### src/rtl/sel_threshold_cmp_pipe_pkg.sv
// Shared definitions for the s1423-derived compare datapaths.
// This file holds the relation-select encoding and the default qualifier pattern.
package s1423_pkg;

    typedef enum logic [1:0] {
        CMP_LT = 2'b00,
        CMP_LE = 2'b01,
        CMP_GT = 2'b10,
        CMP_GE = 2'b11
    } cmp_mode_t;

    localparam logic [4:0] CTRL_MATCH_DEFAULT = 5'b00110;

endpackage

### src/rtl/sel_threshold_cmp_pipe_if.sv
// Sample, result and threshold bundle for sel_threshold_cmp_pipe.
// The master side is the producer/consumer environment; the slave side is the pipeline.
interface sel_threshold_cmp_pipe_if #(
    parameter int WIDTH  = 5,
    parameter int CTRL_W = 5,
    parameter int CNT_W  = 2
);
    logic              in_valid;
    logic              in_ready;
    logic              sel;
    logic [WIDTH-1:0]  op_a;
    logic [WIDTH-1:0]  op_b;
    logic [CTRL_W-1:0] ctrl;
    logic              gate;
    logic [1:0]        mode;
    logic              thr_load;
    logic [WIDTH-1:0]  thr_in;
    logic [WIDTH-1:0]  thr_q;
    logic              out_valid;
    logic              out_ready;
    logic              cmp_hit;
    logic [CNT_W-1:0]  hit_count;
    logic              alarm;

    modport master (
        output in_valid, sel, op_a, op_b, ctrl, gate, mode, thr_load, thr_in, out_ready,
        input  in_ready, thr_q, out_valid, cmp_hit, hit_count, alarm
    );

    modport slave (
        input  in_valid, sel, op_a, op_b, ctrl, gate, mode, thr_load, thr_in, out_ready,
        output in_ready, thr_q, out_valid, cmp_hit, hit_count, alarm
    );

endinterface

### src/rtl/sel_threshold_cmp_pipe_mag_cmp_rel.sv
// Combinational unsigned magnitude compare of a against b with a selectable relation.
// Kept standalone so later pipeline variants can reuse it unchanged.
module mag_cmp_rel
    import s1423_pkg::*;
#(
    parameter int WIDTH = 5
) (
    input  logic [WIDTH-1:0] a,
    input  logic [WIDTH-1:0] b,
    input  cmp_mode_t        mode,
    output logic             rel
);

    always_comb begin
        rel = 1'b0;
        case (mode)
            CMP_LT:  rel = (a <  b);
            CMP_LE:  rel = (a <= b);
            CMP_GT:  rel = (a >  b);
            CMP_GE:  rel = (a >= b);
            default: rel = 1'b0;
        endcase
    end

endmodule

### src/rtl/sel_threshold_cmp_pipe.sv
// Two-stage valid/ready pipeline: S1 captures the muxed operand, S2 compares it against
// the threshold register and tracks a saturating streak of qualified hits.
module sel_threshold_cmp_pipe
    import s1423_pkg::*;
#(
    parameter int                WIDTH      = 5,
    parameter int                CTRL_W     = 5,
    parameter logic [CTRL_W-1:0] CTRL_MATCH = CTRL_MATCH_DEFAULT,
    parameter int                HOLD_MAX   = 3,
    localparam int               CNT_W      = $clog2(HOLD_MAX + 1)
) (
    input logic                   CK,
    input logic                   RST,
    sel_threshold_cmp_pipe_if.slave bus
);

    localparam logic [CNT_W-1:0] CNT_MAX = CNT_W'(HOLD_MAX);

    logic             s1_valid;
    logic [WIDTH-1:0] s1_opnd;
    cmp_mode_t        s1_mode;
    logic             s1_qual;
    logic             s2_valid;
    logic             hit_q;
    logic [CNT_W-1:0] cnt_q;
    logic [WIDTH-1:0] thr_reg;

    logic             s2_free;
    logic             s1_adv;
    logic             in_ready_int;
    logic             accept;
    logic             raw;
    logic             next_hit;
    logic [CNT_W-1:0] cnt_next;

    // S2 can take a new result when empty or when its current result leaves this cycle.
    assign s2_free      = !s2_valid || bus.out_ready;
    assign s1_adv       = s1_valid && s2_free;
    assign in_ready_int = !s1_valid || s1_adv;
    assign accept       = bus.in_valid && in_ready_int;

    mag_cmp_rel #(.WIDTH(WIDTH)) u_cmp (
        .a    (s1_opnd),
        .b    (thr_reg),
        .mode (s1_mode),
        .rel  (raw)
    );

    assign next_hit = raw && s1_qual;

    always_comb begin
        cnt_next = '0;
        if (next_hit) begin
            cnt_next = (cnt_q == CNT_MAX) ? cnt_q : cnt_q + 1'b1;
        end
    end

    always_ff @(posedge CK) begin
        if (RST) begin
            s1_valid <= 1'b0;
        end else if (in_ready_int) begin
            s1_valid <= bus.in_valid;
        end
    end

    always_ff @(posedge CK) begin
        if (accept) begin
            s1_opnd <= bus.sel ? bus.op_b : bus.op_a;
            s1_mode <= cmp_mode_t'(bus.mode);
            s1_qual <= (bus.ctrl == CTRL_MATCH) && bus.gate;
        end
    end

    // Result and streak only move on an S1 -> S2 transfer, so stalled outputs stay put.
    always_ff @(posedge CK) begin
        if (RST) begin
            s2_valid <= 1'b0;
            hit_q    <= 1'b0;
            cnt_q    <= '0;
        end else if (s2_free) begin
            s2_valid <= s1_valid;
            if (s1_valid) begin
                hit_q <= next_hit;
                cnt_q <= cnt_next;
            end
        end
    end

    always_ff @(posedge CK) begin
        if (RST) begin
            thr_reg <= '1;
        end else if (bus.thr_load) begin
            thr_reg <= bus.thr_in;
        end
    end

    assign bus.in_ready  = in_ready_int;
    assign bus.out_valid = s2_valid;
    assign bus.cmp_hit   = hit_q;
    assign bus.hit_count = cnt_q;
    assign bus.alarm     = (cnt_q == CNT_MAX);
    assign bus.thr_q     = thr_reg;

endmodule

### src/flat_wrapper.sv
// flat-port wrapper written by rule: the top's interface ports become plain ports
module sel_threshold_cmp_pipe_flat import s1423_pkg::*;
#(
    parameter int                WIDTH      = 5,
    parameter int                CTRL_W     = 5,
    parameter logic [CTRL_W-1:0] CTRL_MATCH = CTRL_MATCH_DEFAULT,
    parameter int                HOLD_MAX   = 3,
    localparam int               CNT_W      = $clog2(HOLD_MAX + 1)
)
  (CK, RST, bus_in_valid, bus_sel, bus_op_a, bus_op_b, bus_ctrl, bus_gate, bus_mode, bus_thr_load, bus_thr_in, bus_out_ready, bus_in_ready, bus_thr_q, bus_out_valid, bus_cmp_hit, bus_hit_count, bus_alarm);
  sel_threshold_cmp_pipe_if #(.WIDTH(WIDTH), .CTRL_W(CTRL_W), .CNT_W(2)) bus_i ();
  input logic CK;
  input logic RST;
  input wire logic [$bits(bus_i.in_valid)-1:0] bus_in_valid;
  input wire logic [$bits(bus_i.sel)-1:0] bus_sel;
  input wire logic [$bits(bus_i.op_a)-1:0] bus_op_a;
  input wire logic [$bits(bus_i.op_b)-1:0] bus_op_b;
  input wire logic [$bits(bus_i.ctrl)-1:0] bus_ctrl;
  input wire logic [$bits(bus_i.gate)-1:0] bus_gate;
  input wire logic [$bits(bus_i.mode)-1:0] bus_mode;
  input wire logic [$bits(bus_i.thr_load)-1:0] bus_thr_load;
  input wire logic [$bits(bus_i.thr_in)-1:0] bus_thr_in;
  input wire logic [$bits(bus_i.out_ready)-1:0] bus_out_ready;
  output wire logic [$bits(bus_i.in_ready)-1:0] bus_in_ready;
  output wire logic [$bits(bus_i.thr_q)-1:0] bus_thr_q;
  output wire logic [$bits(bus_i.out_valid)-1:0] bus_out_valid;
  output wire logic [$bits(bus_i.cmp_hit)-1:0] bus_cmp_hit;
  output wire logic [$bits(bus_i.hit_count)-1:0] bus_hit_count;
  output wire logic [$bits(bus_i.alarm)-1:0] bus_alarm;
  assign bus_i.in_valid = bus_in_valid;
  assign bus_i.sel = bus_sel;
  assign bus_i.op_a = bus_op_a;
  assign bus_i.op_b = bus_op_b;
  assign bus_i.ctrl = bus_ctrl;
  assign bus_i.gate = bus_gate;
  assign bus_i.mode = bus_mode;
  assign bus_i.thr_load = bus_thr_load;
  assign bus_i.thr_in = bus_thr_in;
  assign bus_i.out_ready = bus_out_ready;
  assign bus_in_ready = bus_i.in_ready;
  assign bus_thr_q = bus_i.thr_q;
  assign bus_out_valid = bus_i.out_valid;
  assign bus_cmp_hit = bus_i.cmp_hit;
  assign bus_hit_count = bus_i.hit_count;
  assign bus_alarm = bus_i.alarm;
  sel_threshold_cmp_pipe #(.WIDTH(WIDTH), .CTRL_W(CTRL_W), .CTRL_MATCH(CTRL_MATCH), .HOLD_MAX(HOLD_MAX)) u_core (.CK(CK), .RST(RST), .bus(bus_i));
endmodule
### config.mk
export PLATFORM = sky130hd
export DESIGN_NAME = sel_threshold_cmp_pipe_flat
export DESIGN_NICKNAME = d
export VERILOG_FILES = /design/src/rtl/sel_threshold_cmp_pipe_pkg.sv /design/src/rtl/sel_threshold_cmp_pipe_if.sv /design/src/rtl/sel_threshold_cmp_pipe_mag_cmp_rel.sv /design/src/rtl/sel_threshold_cmp_pipe.sv /design/src/flat_wrapper.sv
export SDC_FILE = /design/constraint.sdc
export NUM_CORES = 1
export LEC_CHECK = 0
export ABC_AREA = 1
export CAP_MARGIN = 20
export CORE_MARGIN = 2
export CORE_UTILIZATION = 40
export DETAILED_ROUTE_END_ITERATION = 10
export GPL_TIMING_DRIVEN = 0
export MAX_ROUTING_LAYER = met4
export PLACE_DENSITY = 0.89
export SYNTH_ARGS = -nofsm -noshare
export SYNTH_HDL_FRONTEND = slang
export SYNTH_HIERARCHICAL = 1
export SYNTH_SLANG_ARGS = --single-unit
### constraint.sdc
create_clock -name CK -period 1.9 [get_ports CK]
set_input_delay 0.38 -clock CK [delete_from_list [all_inputs] [get_ports CK]]
set_output_delay 0.38 -clock CK [all_outputs]
set_load 0.01 [all_outputs]
# Word level (Yosys, flattened, before mapping)
# Cells that the tools add are included.
dict set report classes {
  muxes 4
  n_lt_le_gt_ge 4
  eq_ne 6
  reduce_logical 11
  add_sub_neg 1
}
# operator n
set op_table {}
lappend op_table {{equality test 2 bit, second input constant} 3}
lappend op_table {{equality test 5 x 3 -> 1 bit, second input constant} 1}
lappend op_table {{greater-or-equal comparator 5 bit} 1}
lappend op_table {{greater-than comparator 5 bit} 1}
lappend op_table {{<= comparator 5 bit} 1}
lappend op_table {{less-than comparator 5 bit} 1}
lappend op_table {{two-way mux 5 bit} 1}
lappend op_table {{logical AND 1 bit} 4}
lappend op_table {{two-way mux 2 bit} 2}
lappend op_table {{one-hot mux 1 bit (4 select lines)} 1}
lappend op_table {{AND reduction 3 bit} 1}
lappend op_table {{adder 2 x 1 -> 2 bit, second input constant} 1}
lappend op_table {{equality test 2 x 1 -> 1 bit, second input constant} 1}
lappend op_table {{logical NOT 1 bit} 2}
lappend op_table {{logical NOT 2 bit} 1}
lappend op_table {{logical OR 1 bit} 2}
lappend op_table {{inequality test 2 bit, second input constant} 1}
lappend op_table {{AND reduction 2 bit} 1}
dict set report word_totals {
  wordCells 34
  output_inout_bits 11
  regBits 18
  inputBits 29
}

# Depth between registers and ports, before layout
# Gate-level depths: netlist of the first run.
dict set report depth {
  depth_word 5
  depth_mapped 12
  mapped_depth_nobuf 12
}

# By module
# Netlist of the first run, hierarchy kept.
# module cells_each area_each_um2 seq_area_each_um2 n_inst
set modules_own_cells {}
lappend modules_own_cells {sel_threshold_cmp_pipe 68 713.2 440.4 1}
lappend modules_own_cells {mag_cmp_rel 28 160.2 0.0 1}

# Worst setup path after synthesis of the first run
# No wires, ideal clock.
dict set report synth_path {
  path_kind {register to register}
  from {register u_core.thr_reg[4] (netlist: u_core/bus.thr_q[4])}
  to {register u_core.cnt_q[1] (netlist: u_core/bus.hit_count[1])}
  path_stages_with_launch 13
  slack_ps 366
  synth_period_minus_slack_ps 1534
  arrival_ps 1465
  path_cell_list {dfxtp_1 -> inv_1 -> ha_1 -> nand2_1 -> nor2_2 -> nand2_1 -> nand3_1 -> nand2_1 -> nand3_1 -> nand3_1 -> nand3_2 -> nand2_1 -> a21oi_1}
}
dict set report synth_via {
  elab_chain_len 5
  word_cells_on_any_way 9
  classes_between {order compare (4); eq/ne (1); mux (2); reduce/logical (2)}
}
# item line
set synth_lines {}
lappend synth_lines {{from (decl)} sel_threshold_cmp_pipe.sv:26} ;# logic [WIDTH-1:0] thr_reg;
lappend synth_lines {{from (signal assigned)} sel_threshold_cmp_pipe.sv:93} ;# thr_reg <= bus.thr_in;
lappend synth_lines {{greater-or-equal comparator 5 bit, or another cell as far along} sel_threshold_cmp_pipe_mag_cmp_rel.sv:20} ;# CMP_GE: rel = (a >= b);
lappend synth_lines {{one-hot mux 1 bit (4 select lines) (*)} sel_threshold_cmp_pipe_mag_cmp_rel.sv:16} ;# case (mode)
lappend synth_lines {{via u_core.raw} sel_threshold_cmp_pipe.sv:32} ;# logic raw;
lappend synth_lines {{logical AND 1 bit (*)} sel_threshold_cmp_pipe.sv:49} ;# assign next_hit = raw && s1_qual;
lappend synth_lines {{inequality test 2 bit (no source line)} n/a}
lappend synth_lines {{AND reduction 3 bit (no source line)} n/a}
lappend synth_lines {{to (signal assigned)} sel_threshold_cmp_pipe.sv:84} ;# cnt_q <= cnt_next;
lappend synth_lines {{to (decl)} sel_threshold_cmp_pipe.sv:25} ;# logic [CNT_W-1:0] cnt_q;
# Mark *: on every way through the listed nets, which the timed path passes. The rest lies on a longest branch.
# A chain may end at the register's enable or synchronous reset.

# Worst setup path in the final report of the first run
dict set report layout_path {
  from {register u_core.cnt_q[1] (netlist: u_core/bus.hit_count[1])}
  to {output port bus_alarm}
}
dict set report layout_via {
  elab_chain_len 1
}
# item line
set layout_lines {}
lappend layout_lines {{equality test 2 bit} sel_threshold_cmp_pipe.sv:101} ;# assign bus.alarm = (cnt_q == CNT_MAX);
lappend layout_lines {{to (decl)} flat_wrapper.sv:29} ;# output wire logic [$bits(bus_i.alarm)-1:0] bus_alarm;
# No other way between the ends.

==> qor.csv, run 1 <==
stage,metric,value,unit
grt,first-pass GRT wire length,3330,um
sta,endpoints failing setup,0,
clocking,CTS Root Cell,clkbuf_4,
routing,routed vias/inst,4.96,
grt,grt ovf,0,
worst_hold_path,worst hold path type,register to register,
sta,RSZ-0062 raised after global routing,yes,
sta,relative slew slack,80.0,%
clocking,total CTS buffers,3,
sta,final setup TNS,0,ns
critical_path,CP endpoint kind,output pin,
layout,"Cell Count, Final, Fillers Out",166,
clocking,clk buf depth,2,
critical_path,startpoint types,register,
synthesis,post-synthesis cell count,96,
grt,largest net degree at the start of global routing,11,
critical_path,kind of critical path,register to output pin,
critical_path,Worst Path Arrival,1.42,ns
outcome,outcome,"complete, no violations",
sta,maximum clock rate,557,MHz
clocking,number of clock sinks,18,
synthesis,leading area contributor after synthesis,edfxtp_1,
routing,via count,823,
layout,Area Overhead vs Synth,55.2,%
synthesis,post-synth cell types,15,
routing,First DRT Iteration DRCs,17,
routing,WL/cell,12.4,um
synthesis,YS warnings,6,
grt,met1 global-route usage,17.6,%
synthesis,"Avg Cell Area, Syn",9.10,um^2
grt,gr busiest metal,met2,
synthesis,Synth Register Bits,18,
sta,Worst Max-Slew Pin Slew,0.299,ns
critical_path,required time of the critical path,1.52,ns
layout,diode count,0,
floorplan,starting density of the core,43.6,%
floorplan,die width,50.7,um
floorplan,die area,0.00257,mm^2
place,placer's final routability congestion estimate,0.718,
critical_path,CP max FO,4,
place,placed cells,162,
pwr,pwr/cell area,625,mW/mm^2
sta,"Hold Vio Cnt, Final",0,
routing,Post-DRT Antenna Nets,0,
pwr,Pwr Total,846,uW
sta,period utilization,94.6,%
sta,"Slew Viols, Final",0,
clocking,"Reg clk slew, reported paths",0.10,ns
synthesis,top post-synthesis cells by area,"edfxtp_1 (28%), dfxtp_1 (23%), nand2_1 (9.9%), ha_1 (8.6%), inv_1 (6.4%)",
place,pre-CTS setup slack,0.0110,ns
place,port bufs,39,
floorplan,Std-Cell Rows,16,
synthesis,syn_nets,131,
grt,gr usage total,17.6,%
synthesis,register area share after synthesis,50.4,%
synthesis,Netlist Area Pre-Place,873,um^2
grt,met3 usage,1.79,%
routing,Residual DRC,0,
floorplan,die height,50.7,um
place,Post-DP HPWL,1650,um
grt,met2 Track Usage GR,34.2,%
flow_run,Max Cap Violations,0,
clocking,post-CTS setup buffers,0,
sta,Hold WS,0.477,ns
clocking,TritonCTS clock tree,done,
floorplan,num ports,40,
routing,drt total wl,2060,um
grt,number of global-route vias before repair,832,
pwr,VDD IR max,369,uV
pwr,leakage power,0.588,nW
sta,Worst Clk Skew,0.00216,ns
sta,worst setup margin,0.103,ns
clocking,hold buffers post-CTS,0,
clocking,H-tree Lvls,1,
clocking,Worst-Skew Late Latency,0.28,ns
grt,initial antenna violation count,0,
synthesis,post-synth top area share,27.5,%
routing,Pre-antenna DRT Iters,5,
floorplan,Core ar.,0.00200,mm^2
layout,layout cells sized above 1,13.7,%
layout,Final nets,175,
sta,minimum clock period,1.80,ns
stage by stage:
stage	util [%]	instance area (um^2)
final	67.7	1360
after CTS	66.6	1330
after global placement	64.8	1300
after floorplan	-	873
after global routing	67.7	1360
after detailed placement	64.8	1300
power by group:
group / switching, mW / internal, mW
clock network: 0.115 / 0.117
registers: 0.0153 / 0.429
logic: 0.0683 / 0.102
logic make-up (layout without fill, tap and decap cells):
family                   after synthesis  count (layout)  synth area share, %
multiplexers                           5               5                 6.45
AO/OA/AOI/OAI                          7               7                 4.01
flip-flops                            18              18                 50.4
AND/OR/NAND/NOR                       44              44                 23.6
adder cells (fa/ha/maj)                6               6                 8.60
buffers and inverters                 16              59                 6.88
area by class of cell:
class,instances,area [um^2]
tap,27,33.8
clock buffer,4,36.3
inverter,16,60.1
sequential,18,444
multi-input combinational,62,388
timing repair buffer,39,393
fill,163,647
cell usage after synthesis:
library cell,n
nand2_1,23
inv_1,15
dfxtp_1,10
nand3_1,10
edfxtp_1,8
a21oi_1,7
ha_1,6
mux2_2,5
nand4_1,4
nand3_2,2
nor2_1,2
inv_2,1
nand2_2,1
nor2_2,1
nor3_1,1
flip-flops by register name, summed over array words and instances, names as in the netlist:
signal	cells
u_core/bus.cmp_hit	1
u_core/bus.out_valid	1
u_core/s1_opnd	5
u_core/bus.thr_q	5
u_core/s1_valid	1
u_core/s1_mode	2
u_core/bus.hit_count	2
u_core/s1_qual	1
layer usage:
| layer | routed length, um | up-vias |
|---|---|---|
| li1 | - | 409 |
| met2 | 1130 | 38 |
| met5 | 0 | - |
| met4 | 36 | 0 |
| met3 | 126 | 4 |
| met1 | 769 | 372 |
what timing repair did:
action                                 4_1_cts  5_1_grt
gates resized for setup                      0        6
endpoints found under the hold margin        0        0
setup endpoints to repair                    0        5
cell usage in the layout, fill, tap and decap left out, types with 2 or more instances in the layout:
master           Yosys  final
inv_1               15     15
nand3_1             10     10
edfxtp_1             8      8
nor2_1               2      2
clkbuf_4             0      3
nand2_1             23     23
ha_1                 6      4
mux2_2               5      5
nand3_2              2      2
nand4_1              4      4
dfxtp_2              0      3
a21oi_1              7      7
clkdlybuf4s50_1      0     38
dfxtp_1             10      7
worst paths after layout:
check	from	to	slack, ns	depth (start not counted)
hold / removal	u_core/bus.thr_q[4]$_SDFFE_PP1P_	u_core/bus.thr_q[4]$_SDFFE_PP1P_	0.48	2
setup / recovery	u_core/bus.hit_count[1]$_SDFFE_PP0P_	bus_alarm	0.10	2
setup reg to reg	u_core/s1_opnd[4]$_DFFE_PP_	u_core/bus.hit_count[0]$_SDFFE_PP0P_	0.14	11
hold reg to reg	u_core/bus.thr_q[4]$_SDFFE_PP1P_	u_core/bus.thr_q[4]$_SDFFE_PP1P_	0.48	2
critical path, stage by stage (launching register included):
cell and delay [ns]:
dfxtp_1 0.37, ha_2 0.22, clkdlybuf4s50_1 0.54
No activity file was read; power rests on OpenSTA's default activity.
==> run 2, diff against run 1 <==
--- a/config.mk
+++ b/config.mk
@@ -13,6 +13,7 @@
 export GPL_TIMING_DRIVEN = 0
 export MAX_ROUTING_LAYER = met4
 export PLACE_DENSITY = 0.89
+export SKIP_CTS_REPAIR_TIMING = 1
 export SYNTH_ARGS = -nofsm -noshare
 export SYNTH_HDL_FRONTEND = slang
 export SYNTH_HIERARCHICAL = 1
==> results of run 2 <==
Final layout, timing and power as in run 1 (identical DEF).
